## src/rtl/bit_index_mask_builder_pkg.sv

```systemverilog
// Shared definitions for the bit-index encoder/builder pair.
// An index equal to the vector width N is the "no bit / all-zeroes" sentinel.
package bit_index_mask_builder_pkg;

  function automatic int idx_w(input int n);
    return $clog2(n) + 1;
  endfunction

  function automatic int sentinel_idx(input int n);
    return n;
  endfunction

  typedef enum logic {
    ACCUM = 1'b0,
    HOLD  = 1'b1
  } state_t;

endpackage

```

## src/rtl/bit_index_mask_builder_if.sv

```systemverilog
// Index-beat input stream and assembled-frame output stream of the mask builder.
interface bit_index_mask_builder_if #(
  parameter int N = 8
);
  import bit_index_mask_builder_pkg::*;

  localparam int IW = idx_w(N);

  logic          s_valid;
  logic          s_ready;
  logic [IW-1:0] s_index;
  logic          s_last;
  logic          m_valid;
  logic          m_ready;
  logic [N-1:0]  m_mask;
  logic [IW-1:0] m_count;
  logic          m_dup;
  logic          m_oor;

  modport master (
    output s_valid, s_index, s_last, m_ready,
    input  s_ready, m_valid, m_mask, m_count, m_dup, m_oor
  );

  modport slave (
    input  s_valid, s_index, s_last, m_ready,
    output s_ready, m_valid, m_mask, m_count, m_dup, m_oor
  );

endinterface

```

## src/rtl/bit_index_mask_builder_index_onehot_decode.sv

```systemverilog
// Index to one-hot decode; the sentinel and out-of-range indices decode to all zeroes.
module index_onehot_decode
  import bit_index_mask_builder_pkg::*;
#(
  parameter int N = 8,
  localparam int IW = idx_w(N)
) (
  input  logic [IW-1:0] index,
  output logic [N-1:0]  onehot,
  output logic          in_range
);

  logic [31:0] idx32;

  assign idx32    = 32'(index);
  assign in_range = (idx32 < N);

  always_comb begin
    onehot = '0;
    for (int i = 0; i < N; i++) begin
      onehot[i] = (idx32 == i);
    end
  end

endmodule

```

## src/rtl/bit_index_mask_builder.sv

```systemverilog
// Rebuilds an N-bit vector from a frame of bit-index beats and returns it with
// a population count and duplicate / out-of-range flags.
//
// state | meaning
// ACCUM | accepting beats, accumulator shows the running frame
// HOLD  | frame complete, outputs frozen until m_ready
module bit_index_mask_builder
  import bit_index_mask_builder_pkg::*;
#(
  parameter int N = 8
) (
  input  logic                     clk,
  input  logic                     rst_n,
  bit_index_mask_builder_if.slave  bus
);

  localparam int IW = idx_w(N);

  state_t        state_q, state_d;
  logic [N-1:0]  mask_q;
  logic [IW-1:0] count_q;
  logic          dup_q, oor_q;
  logic          s_ready_c, m_valid_c;
  logic [N-1:0]  onehot;
  logic          in_range;
  logic          oor_beat;
  logic          accept;

  index_onehot_decode #(.N(N)) u_decode (
    .index    (bus.s_index),
    .onehot   (onehot),
    .in_range (in_range)
  );

  assign oor_beat = (32'(bus.s_index) > sentinel_idx(N));
  assign accept   = bus.s_valid && s_ready_c;

  always_ff @(posedge clk or negedge rst_n) begin
    if (!rst_n) state_q <= ACCUM;
    else        state_q <= state_d;
  end

  // s_ready is gated by rst_n so it reads 0 for the whole reset pulse
  always_comb begin
    state_d   = state_q;
    s_ready_c = 1'b0;
    m_valid_c = 1'b0;
    case (state_q)
      ACCUM: begin
        s_ready_c = rst_n;
        if (bus.s_valid && rst_n && bus.s_last) state_d = HOLD;
      end
      HOLD: begin
        m_valid_c = 1'b1;
        if (bus.m_ready) state_d = ACCUM;
      end
    endcase
  end

  always_ff @(posedge clk or negedge rst_n) begin
    if (!rst_n) begin
      mask_q  <= '0;
      count_q <= '0;
      dup_q   <= 1'b0;
      oor_q   <= 1'b0;
    end else if (state_q == HOLD && bus.m_ready) begin
      mask_q  <= '0;
      count_q <= '0;
      dup_q   <= 1'b0;
      oor_q   <= 1'b0;
    end else if (accept) begin
      if (in_range) begin
        // a repeated index never reaches the count, so it stays <= N
        if (|(onehot & mask_q)) begin
          dup_q <= 1'b1;
        end else begin
          mask_q  <= mask_q | onehot;
          count_q <= count_q + IW'(1);
        end
      end
      if (oor_beat) oor_q <= 1'b1;
    end
  end

  assign bus.s_ready = s_ready_c;
  assign bus.m_valid = m_valid_c;
  assign bus.m_mask  = mask_q;
  assign bus.m_count = count_q;
  assign bus.m_dup   = dup_q;
  assign bus.m_oor   = oor_q;

endmodule

```

## src/flat_wrapper.sv

```systemverilog
// flat-port wrapper written by rule: the top's interface ports become plain ports
module bit_index_mask_builder_flat import bit_index_mask_builder_pkg::*;
#(
  parameter int N = 8
)
  (clk, rst_n, bus_s_valid, bus_s_index, bus_s_last, bus_m_ready, bus_s_ready, bus_m_valid, bus_m_mask, bus_m_count, bus_m_dup, bus_m_oor);
  bit_index_mask_builder_if #(.N(N)) bus_i ();
  input  logic clk;
  input  logic rst_n;
  input wire logic [$bits(bus_i.s_valid)-1:0] bus_s_valid;
  input wire logic [$bits(bus_i.s_index)-1:0] bus_s_index;
  input wire logic [$bits(bus_i.s_last)-1:0] bus_s_last;
  input wire logic [$bits(bus_i.m_ready)-1:0] bus_m_ready;
  output wire logic [$bits(bus_i.s_ready)-1:0] bus_s_ready;
  output wire logic [$bits(bus_i.m_valid)-1:0] bus_m_valid;
  output wire logic [$bits(bus_i.m_mask)-1:0] bus_m_mask;
  output wire logic [$bits(bus_i.m_count)-1:0] bus_m_count;
  output wire logic [$bits(bus_i.m_dup)-1:0] bus_m_dup;
  output wire logic [$bits(bus_i.m_oor)-1:0] bus_m_oor;
  assign bus_i.s_valid = bus_s_valid;
  assign bus_i.s_index = bus_s_index;
  assign bus_i.s_last = bus_s_last;
  assign bus_i.m_ready = bus_m_ready;
  assign bus_s_ready = bus_i.s_ready;
  assign bus_m_valid = bus_i.m_valid;
  assign bus_m_mask = bus_i.m_mask;
  assign bus_m_count = bus_i.m_count;
  assign bus_m_dup = bus_i.m_dup;
  assign bus_m_oor = bus_i.m_oor;
  bit_index_mask_builder #(.N(N)) u_core (.clk(clk), .rst_n(rst_n), .bus(bus_i));
endmodule
```

## config.mk

```make
export PLATFORM = sky130hd
export DESIGN_NAME = bit_index_mask_builder_flat
export DESIGN_NICKNAME = d
export VERILOG_FILES = /design/src/rtl/bit_index_mask_builder_pkg.sv /design/src/rtl/bit_index_mask_builder_if.sv /design/src/rtl/bit_index_mask_builder_index_onehot_decode.sv /design/src/rtl/bit_index_mask_builder.sv /design/src/flat_wrapper.sv
export SDC_FILE = /design/constraint.sdc
export NUM_CORES = 1
export LEC_CHECK = 0
export CAP_MARGIN = 15
export CORE_MARGIN = 2
export CORE_UTILIZATION = 35
export CTS_CLUSTER_SIZE = 12
export DETAILED_ROUTE_END_ITERATION = 8
export DONT_BUFFER_PORTS = 1
export PLACE_DENSITY_LB_ADDON = 0.12
export SYNTH_ARGS = -nofsm -noshare
export SYNTH_HDL_FRONTEND = slang
export SYNTH_HIERARCHICAL = 1
export SYNTH_SLANG_ARGS = --single-unit
```

## constraint.sdc

```tcl
create_clock -name clk -period 2 [get_ports clk]
set_input_delay 0.4 -clock clk [delete_from_list [all_inputs] [get_ports clk]]
set_output_delay 0.4 -clock clk [all_outputs]
set_load 0.005 [all_outputs]
```

==> Word level (Yosys, flattened, before mapping) <==
Index checks and enable logic that the tools add are counted.
{ "word_totals": {"ff_bits": 15, "input_bits": 9, "output_inout_bits": 16, "wordCells": 52} }
{ "classes": {"add_sub_neg": 1, "order_cmp": 2, "eq_ne": 8, "mux": 20, "bitwise": 3, "reduce_logical": 13} }
{ "op_table": {"columns": ["operator", "count"], "rows": [
  ["logical NOT 32 bit", 1],
  ["2-to-1 mux 8 bit", 4],
  ["equality test 4 x 3 -> 1 bit, second input constant", 4],
  ["2-to-1 mux 4 bit", 4],
  ["2-to-1 mux 1 bit", 11],
  ["AND 8 bit", 1],
  ["equality test 4 x 2 -> 1 bit, second input constant", 2],
  ["OR 8 bit", 1],
  ["nonzero test 2 bit", 4],
  ["OR reduction 8 bit", 1],
  ["AND reduction 3 bit", 2],
  ["adder 4 x 1 -> 4 bit, second input constant", 1],
  ["equality test 4 x 1 -> 1 bit, second input constant", 1],
  ["> comparator 4 bit, second input constant", 1],
  ["logical AND 1 bit", 4],
  ["less-than comparator 4 bit, second input constant", 1],
  ["inequality test 2 x 1 -> 1 bit, second input constant", 1],
  ["one-hot mux 1 bit (2 select lines)", 1],
  ["AND reduction 2 bit", 1],
  ["NOT 1 bit", 1]
]} }

==> Longest topological paths before layout <==
Gate-level depths: netlist of the first run.
{ "depth": {"depth_word": 7, "ltp_mapped": 7, "mapped_depth_nobuf": 5} }

==> Modules after synthesis <==
The synthesis of the first run kept the hierarchy.
{ "by_module_without_submodules": {"columns": ["module", "n_inst", "cells_each", "area_per_inst_um2", "seq_area_each_um2"], "rows": [
  ["bit_index_mask_builder", 1, 65, 718.2, 375.4],
  ["index_onehot_decode", 1, 10, 87.6, 0.0]
]} }

==> Least setup slack after synthesis of the first run <==
No wires, ideal clock.
{ "synth_path": {"kind": "in2reg", "start": "in bus_s_index[3]", "end": "reg u_core.mask_q[0], in the netlist u_core/bus.m_mask[0]", "setup_ns": 0.132, "arrival_time_ns": 1.619, "required_time_ns": 1.868, "slack_ns": 0.249, "cell_stages": 7, "path_buffers": 2, "cell_sequence": "buf_6 nor4b_1 a22oi_2 and4_1 clkbuf_1 a31oi_1 nor2_1"} }
{ "synth_via": {"word_cells_on_any_way": 19, "cone_classes": "order compare: 1; eq/ne: 8; mux: 4; bitwise: 2; reduce/logical: 4"} }
{ "synth_lines": {"columns": ["element", "line", "text"], "rows": [
  ["from (decl)", "flat_wrapper.sv:11", "input wire logic [$bits(bus_i.s_index)-1:0] bus_s_index;"],
  ["equality test 4 x 1 -> 1 bit", "bit_index_mask_builder_index_onehot_decode.sv:21", "onehot[i] = (idx32 == i);"],
  ["named net u_core.onehot[1]", "bit_index_mask_builder.sv:24", "logic [N-1:0] onehot;"],
  ["AND 8 bit", "bit_index_mask_builder.sv:74", "if (|(onehot & mask_q)) begin"],
  ["OR reduction 8 bit", "bit_index_mask_builder.sv:74", null],
  ["inequality test 2 x 1 -> 1 bit (no line)", null, null],
  ["AND reduction 3 bit (no line)", null, null],
  ["to (signal assigned)", "bit_index_mask_builder.sv:77", "mask_q <= mask_q | onehot;"],
  ["to (decl)", "bit_index_mask_builder.sv:20", "logic [N-1:0] mask_q;"]
]} }
The timed path passes the listed nets, and every way through them passes these cells. The select of a mux whose other input is x is not followed.
A chain may end at the register's enable or synchronous reset.

==> Worst setup path in the final report of the first run <==
{ "layout_path": {"start": "reg u_core.state_q", "end": "reg u_core.count_q[3], in the netlist u_core/bus.m_count[3]"} }
{ "layout_via": {"elab_chain_cells": 4, "word_cells_on_any_way": 8, "cone_classes": "eq/ne: 1; mux: 2; reduce/logical: 5"} }
{ "layout_lines": {"columns": ["element", "line", "text"], "rows": [
  ["from (decl)", "bit_index_mask_builder.sv:19", "state_t state_q, state_d;"],
  ["from (signal assigned)", "bit_index_mask_builder.sv:40", "else state_q <= state_d;"],
  ["2-to-1 mux 1 bit", "bit_index_mask_builder.sv:48", "case (state_q)"],
  ["logical AND 1 bit", "bit_index_mask_builder.sv:36", "assign accept = bus.s_valid && s_ready_c;"],
  ["nonzero test 2 bit (no line)", null, null],
  ["AND reduction 3 bit (no line)", null, null],
  ["to (signal assigned)", "bit_index_mask_builder.sv:78", "count_q <= count_q + IW'(1);"],
  ["to (decl)", "bit_index_mask_builder.sv:21", "logic [IW-1:0] count_q;"]
]} }
Several ways; a longest one is shown, not always the timed one.

==> results.toml, run 1 <==
[clock_tree]
cts.reportedPaths.clkPinSlew_ns = 0.09
hold_buffers = 1
cts_resized = 0
cts_setup_buffers = 0
cts.sinks = 15
clock_latency_ns = 0.28
cts_root_buffer = "clkbuf_4"
cts_buffers = 3
cts_buffer_depth = 2
cts_tree = "yes"
htreeDepth = 1

[sta]
fin_crit_ns = 1.616
hold_viol_final = 0
rsz0062_at_grt = "false"
fin_crit_sh = 0.8079
tightestPinTransition_ns = 0.6738
fin_skew_ns = 0.001152
slew_viol_final = 0
slew_headroom = 0.5493
setup_viol = 0
max_freq_ghz = 0.6189
fin_ws_ns = 0.3842
fin_tns_setup_ns = 0

[final_layout]
fin_area_um2 = 847.1
multi_input_area_um2 = 392.9
area.growth.synth_to_final_pct = 5.124
drive_gt1_frac = 0.1316
finalCoreUtilization = 0.3866
seq_area_um2 = 375.4
num-nets-final = 87
antennaDiodeCount = 0
final_cell_mix = "dfrtp_1 (15), nor2_1 (8), a31oi_1 (5)"
mostFrequentLayoutCell = "dfrtp_1"
fill_cells = 216

[worst_setup_path]
startpoint_type = "register"
crit_chain = "and4b_1 -> nand4_1 -> or3_1 -> a21oi_1"
cpMaxStageDelayCell = "and4b_1"
crit_path_max_incr_delay_ns = 0.49
rr_endpoint = "u_core/bus.m_count[3]$_DFFE_PN0P_"
r2r_start = "u_core/state_q$_DFF_PN0_"
cp.arrival_ns = 1.83
critPathMaxFanout = 9
crit_start = "u_core/state_q$_DFF_PN0_"
worstPathRequired_ns = 2.21
r2r_cells = 4
reg2reg_slack_ns = 0.38
criticalPathCategory = "register to register"
critPathCaptureType = "register"

[global_route]
gr-total-overflow = 0
grt_pass1_vias = 614
grt_pass1_wl_um = 3201
grt_use_total = 0.1681
grt_max_degree = 16
antenna_found_initial = 0

[yosys]
post-synth-top-area-fraction = 0.4658
syn_nets = 85
ys_warn_count = 6
syn-cell-area_um2 = 805.8
synth_cell_type_count = 27
yosys.area.top_type = "dfrtp_1"
synth-seq-area-share = 0.4658
postSynthCellCount = 75
ys_ff_latch = 15
syn_avg_cell_area_um2 = 10.74
synth.area.top_cells = "dfrtp_1 (47%), a22oi_2 (6.2%), a31oi_1 (3.9%)"

[power_and_ir_drop]
vdd_drop_max_mv = 0.3832
switching_share = 0.2909
p_comb_frac = 0.134
p_leak_nw = 0.3554
p_seq_frac = 0.595
clkPwrFrac = 0.271
cell_internal_pwr_w = 0.0004539
power_switching_w = 0.0001862
power_density_nw_per_um2 = 755.6

[placed_design]
gp_congestion = 0.7506
dp_hpwl_um = 1407
place_ws_ns = 0.3243
portBuffers = 0
placed_cell_area_um2 = 810.8

[route]
drt_iter0_markers = 9
avgRoutedWirePerCell_um = 18.77
first_pass_iters = 4
vias = 633
drc = 0
wirelength_um = 1952
ant_nets = 0
drt-vias-per-instance = 6.087

[die]
dieArea_um2 = 2702
row_count = 17
die_w_um = 51.98
pin_count = 25
die_h_um = 51.98
core_area_um2 = 2191
initial_utilization = 0.3678

[min_path]
hold_depth = 1
min_from = "bus_s_valid"
hold_path_end = "u_core/state_q$_DFF_PN0_"
min_path_type = "input port to register"

[run_status]
status = "complete, no violations"

[run]
max_cap_violations = 0
## sequential cells by signal, summed over array words and instances (netlist names)
name                cells
u_core/bus.m_count      4
u_core/bus.m_mask       8
u_core/bus.m_dup        1
u_core/state_q          1
u_core/bus.m_oor        1
## how the worst max path moves through the flow
| stage | endpoint | slack (ns) |
|---|---|---|
| 4_1_cts | u_core/bus.m_count[3]$_DFFE_PN0P_ | 0.36 |
| 5_1_grt | u_core/bus.m_count[3]$_DFFE_PN0P_ | 0.25 |
| 6_report | u_core/bus.m_count[3]$_DFFE_PN0P_ | 0.38 |
| 3_3_place_gp | u_core/bus.m_mask[3]$_DFFE_PN0P_ | 0.29 |
| 3_5_place_dp | u_core/bus.m_mask[0]$_DFFE_PN0P_ | 0.32 |
| 2_1_floorplan | u_core/bus.m_mask[0]$_DFFE_PN0P_ | 0.25 |
## layout make-up
cell class                 count  share of cell area
timing repair buffer           1             0.01182
clock buffer                   4             0.03102
sequential                    15              0.4431
inverter                       2            0.008863
tap                           28             0.04136
multi-input combinational     54              0.4638
## synthesized netlist by cell type (all sizes together)
master,instances
dfrtp,15
nor2,8
a31oi,5
a22oi,4
nand2,4
a21oi,3
a22o,3
nor4b,3
nor4bb,3
o21ai,3
or3,3
and4b,2
buf,2
clkbuf,2
inv,2
nand3,2
nand4,2
a32o,1
a41oi,1
and2,1
and2b,1
and4,1
ha,1
nor4,1
o211ai,1
or4,1
## power groups by stage
stage,clock [W],combinational (W),sequential [W]
after global placement,0,0.0000776,0.000388
after floorplan,0,0.0000689,0.000376
after CTS,0.000182,0.0000871,0.000382
after global routing,0.000201,0.0000967,0.000388
after detailed placement,0,0.0000791,0.000389
final,0.000174,0.0000856,0.000381
## stage by stage
step	hold WS (ns)	cells	power (W)
2_1_floorplan	0.1044	75	0.0004451
3_3_place_gp	0.1048	99	0.0004657
3_5_place_dp	0.1049	99	0.0004679
4_1_cts	0.2737	104	0.0006511
5_1_grt	0.2678	104	0.0006856
6_report	0.2771	104	0.0006401
## cells by family after synthesis
logic type / share of synthesized area
AND/OR/NAND/NOR: 0.2687
AO/OA/AOI/OAI: 0.2034
flip-flops: 0.4658
buffers and inverters: 0.04659
adder cells (fa/ha/maj): 0.01553
## critical path: cells and delay by family (launching register included)
family / cells / cell delay, ns
flip-flops: 1 / 0.43
AO/OA/AOI/OAI: 1 / 0.14
AND/OR/NAND/NOR: 3 / 0.97
## routing by layer
layer	global-route usage	part of all wire	routed length (um)
met1	0.2212	0.46	901
met2	0.2447	0.45	877
met3	0.04023	0.064	124
met4	0.1053	0.025	48
met5	0	0	0
(Power assumes the default switching activity.)
==> run 2: changes to the inputs <==
clock period = 1.4 ns   (was 2 ns; I/O delays follow)
==> results.toml, run 2 (same netlist as run 1, synthesis figures left out) <==
[run_status]
status = "complete, no violations"

[worst_setup_path]
startpoint_type = "register"
worstPathRequired_ns = 1.62
cp.arrival_ns = 1.61
cpMaxStageDelayCell = "or4_1"
crit_start = "u_core/state_q$_DFF_PN0_"
crit_path_max_incr_delay_ns = 0.46
cp_num_cells = 4
r2r_start = "u_core/state_q$_DFF_PN0_"
criticalPathCategory = "register to register"
crit_family = "simple AND/OR/NAND/NOR gates"
endpoint = "u_core/bus.m_count[2]$_DFFE_PN0P_"
r2r_cells = 4
critPathMaxFanout = 4
cp_num_buf_inv = 0
reg2reg_slack_ns = 0.01
rr_endpoint = "u_core/bus.m_count[2]$_DFFE_PN0P_"
critPathCaptureType = "register"
crit_chain = "and4b_2 -> nand2_2 -> or4_1 -> nand2_1"

[run]
max_cap_violations = 0

[die]
dieArea_um2 = 2702
pin_count = 25
core_area_um2 = 2191
die_w_um = 51.98
initial_utilization = 0.3678
die_h_um = 51.98
row_count = 17

[min_path]
hold_depth = 1
min_path_type = "input port to register"

[sta]
tightestPinTransition_ns = 0.7069
hold_viol_final = 0
max_freq_ghz = 0.7205
fin_skew_ns = 0.004509
whs_ns = 0.1620
fin_crit_ns = 1.388
setup_viol = 0
rsz0062_at_grt = "true"
slew_viol_final = 0
slew_headroom = 0.5272
fin_ws_ns = 0.01201
fin_crit_sh = 0.9914

[final_layout]
mostFrequentLayoutCell = "buf_4"
multi_input_area_um2 = 498.0
drive_gt1_frac = 0.4444
area.growth.synth_to_final_pct = 39.60
largest_register_ffs = 8
fill_cells = 202
antennaDiodeCount = 0
seq_area_um2 = 375.4
final_cell_mix = "buf_4 (23), dfrtp_1 (15), nor2_1 (8)"
num-nets-final = 110
finalCoreUtilization = 0.5134
fin_area_um2 = 1125

[power_and_ir_drop]
clkPwrFrac = 0.248
power_density_nw_per_um2 = 880.2
p_leak_nw = 0.5259
cell_internal_pwr_w = 0.0007154
p_seq_frac = 0.531
power_switching_w = 0.0002747
p_comb_frac = 0.220
switching_share = 0.2775
p_total_w = 0.0009901
vdd_drop_max_mv = 0.6936

[placed_design]
portBuffers = 0
placed_cell_area_um2 = 1065
dp_hpwl_um = 1581
place_ws_ns = -0.02950
gp_congestion = 0.7347

[clock_tree]
cts_buffer_depth = 2
cts.sinks = 15
clock_latency_ns = 0.28
htreeDepth = 1
cts.reportedPaths.clkPinSlew_ns = 0.09
cts_root_buffer = "clkbuf_4"
cts_tree = "yes"
cts_buffers = 3

[global_route]
gr-total-overflow = 0
grt_pass1_vias = 714
grt_pass1_wl_um = 3387
antenna_found_initial = 0
grt_use_total = 0.1738
grt_max_degree = 16

[route]
first_pass_iters = 2
wirelength_um = 2088
vias = 719
avgRoutedWirePerCell_um = 16.44
drt-vias-per-instance = 5.661
drc = 0
drt_iter0_markers = 2
ant_nets = 0
==> run 2: cell types whose count changed in the layout (fill, tap and decap cells not counted), moves of 3 or more <==
| cell | delta |
|---|---|
| nor4b_4 | +3 |
| buf_4 | +23 |
| nor4b_1 | -3 |
| nor4bb_4 | +3 |
| nor4bb_1 | -3 |
==> run 2: how the worst min path moves through the flow <==
stage                     start                                end  slack, ns
floorplan                 rst_n  u_core/bus.m_count[0]$_DFFE_PN0P_      -0.02
global placement          rst_n  u_core/bus.m_count[3]$_DFFE_PN0P_      -0.02
detailed placement        rst_n  u_core/bus.m_count[3]$_DFFE_PN0P_      -0.02
CTS                 bus_s_valid           u_core/state_q$_DFF_PN0_       0.15
global route        bus_s_valid           u_core/state_q$_DFF_PN0_       0.15
finish              bus_s_valid           u_core/state_q$_DFF_PN0_       0.16
==> run 2: metrics by stage <==
stage / setup TNS [ns] / cells
detailed placement: -0.1191 / 120
CTS: 0 / 126
floorplan: -0.5761 / 75
finish: 0 / 127
global route: -0.1901 / 127
global placement: -0.07173 / 120
==> run 2: power groups by stage <==
stage | logic (W) | registers [W] | clock network (W)
6_report | 0.000218 | 0.000526 | 0.000246
4_1_cts | 0.000216 | 0.000527 | 0.000260
3_5_place_dp | 0.000202 | 0.000536 | 0
3_3_place_gp | 0.000199 | 0.000537 | 0
2_1_floorplan | 0.000120 | 0.000538 | 0
5_1_grt | 0.000247 | 0.000535 | 0.000278
==> run 2: cell type report <==
class / count / area share
clock buffer: 4 / 0.02336
inverter: 2 / 0.006674
multi-input combinational: 54 / 0.4427
sequential: 15 / 0.3337
timing repair buffer: 24 / 0.1624
tap: 28 / 0.03115
==> run 2: timing repair <==
action	CTS	global route
hold buffers	1	0
buffers inserted	1	1
hold endpoints to repair	15	0
endpoints found under the setup margin	2	10
gates resized for setup	1	3
pin swaps	0	3
==> run 2: layer usage <==
metal  part of all wire  up-vias  global-route usage
li1                   -      341                   -
met1               0.44      358              0.2326
met2               0.49       20              0.2679
met3              0.075        0             0.07759
met4                  0        0             0.01316
met5                  0        -                   0
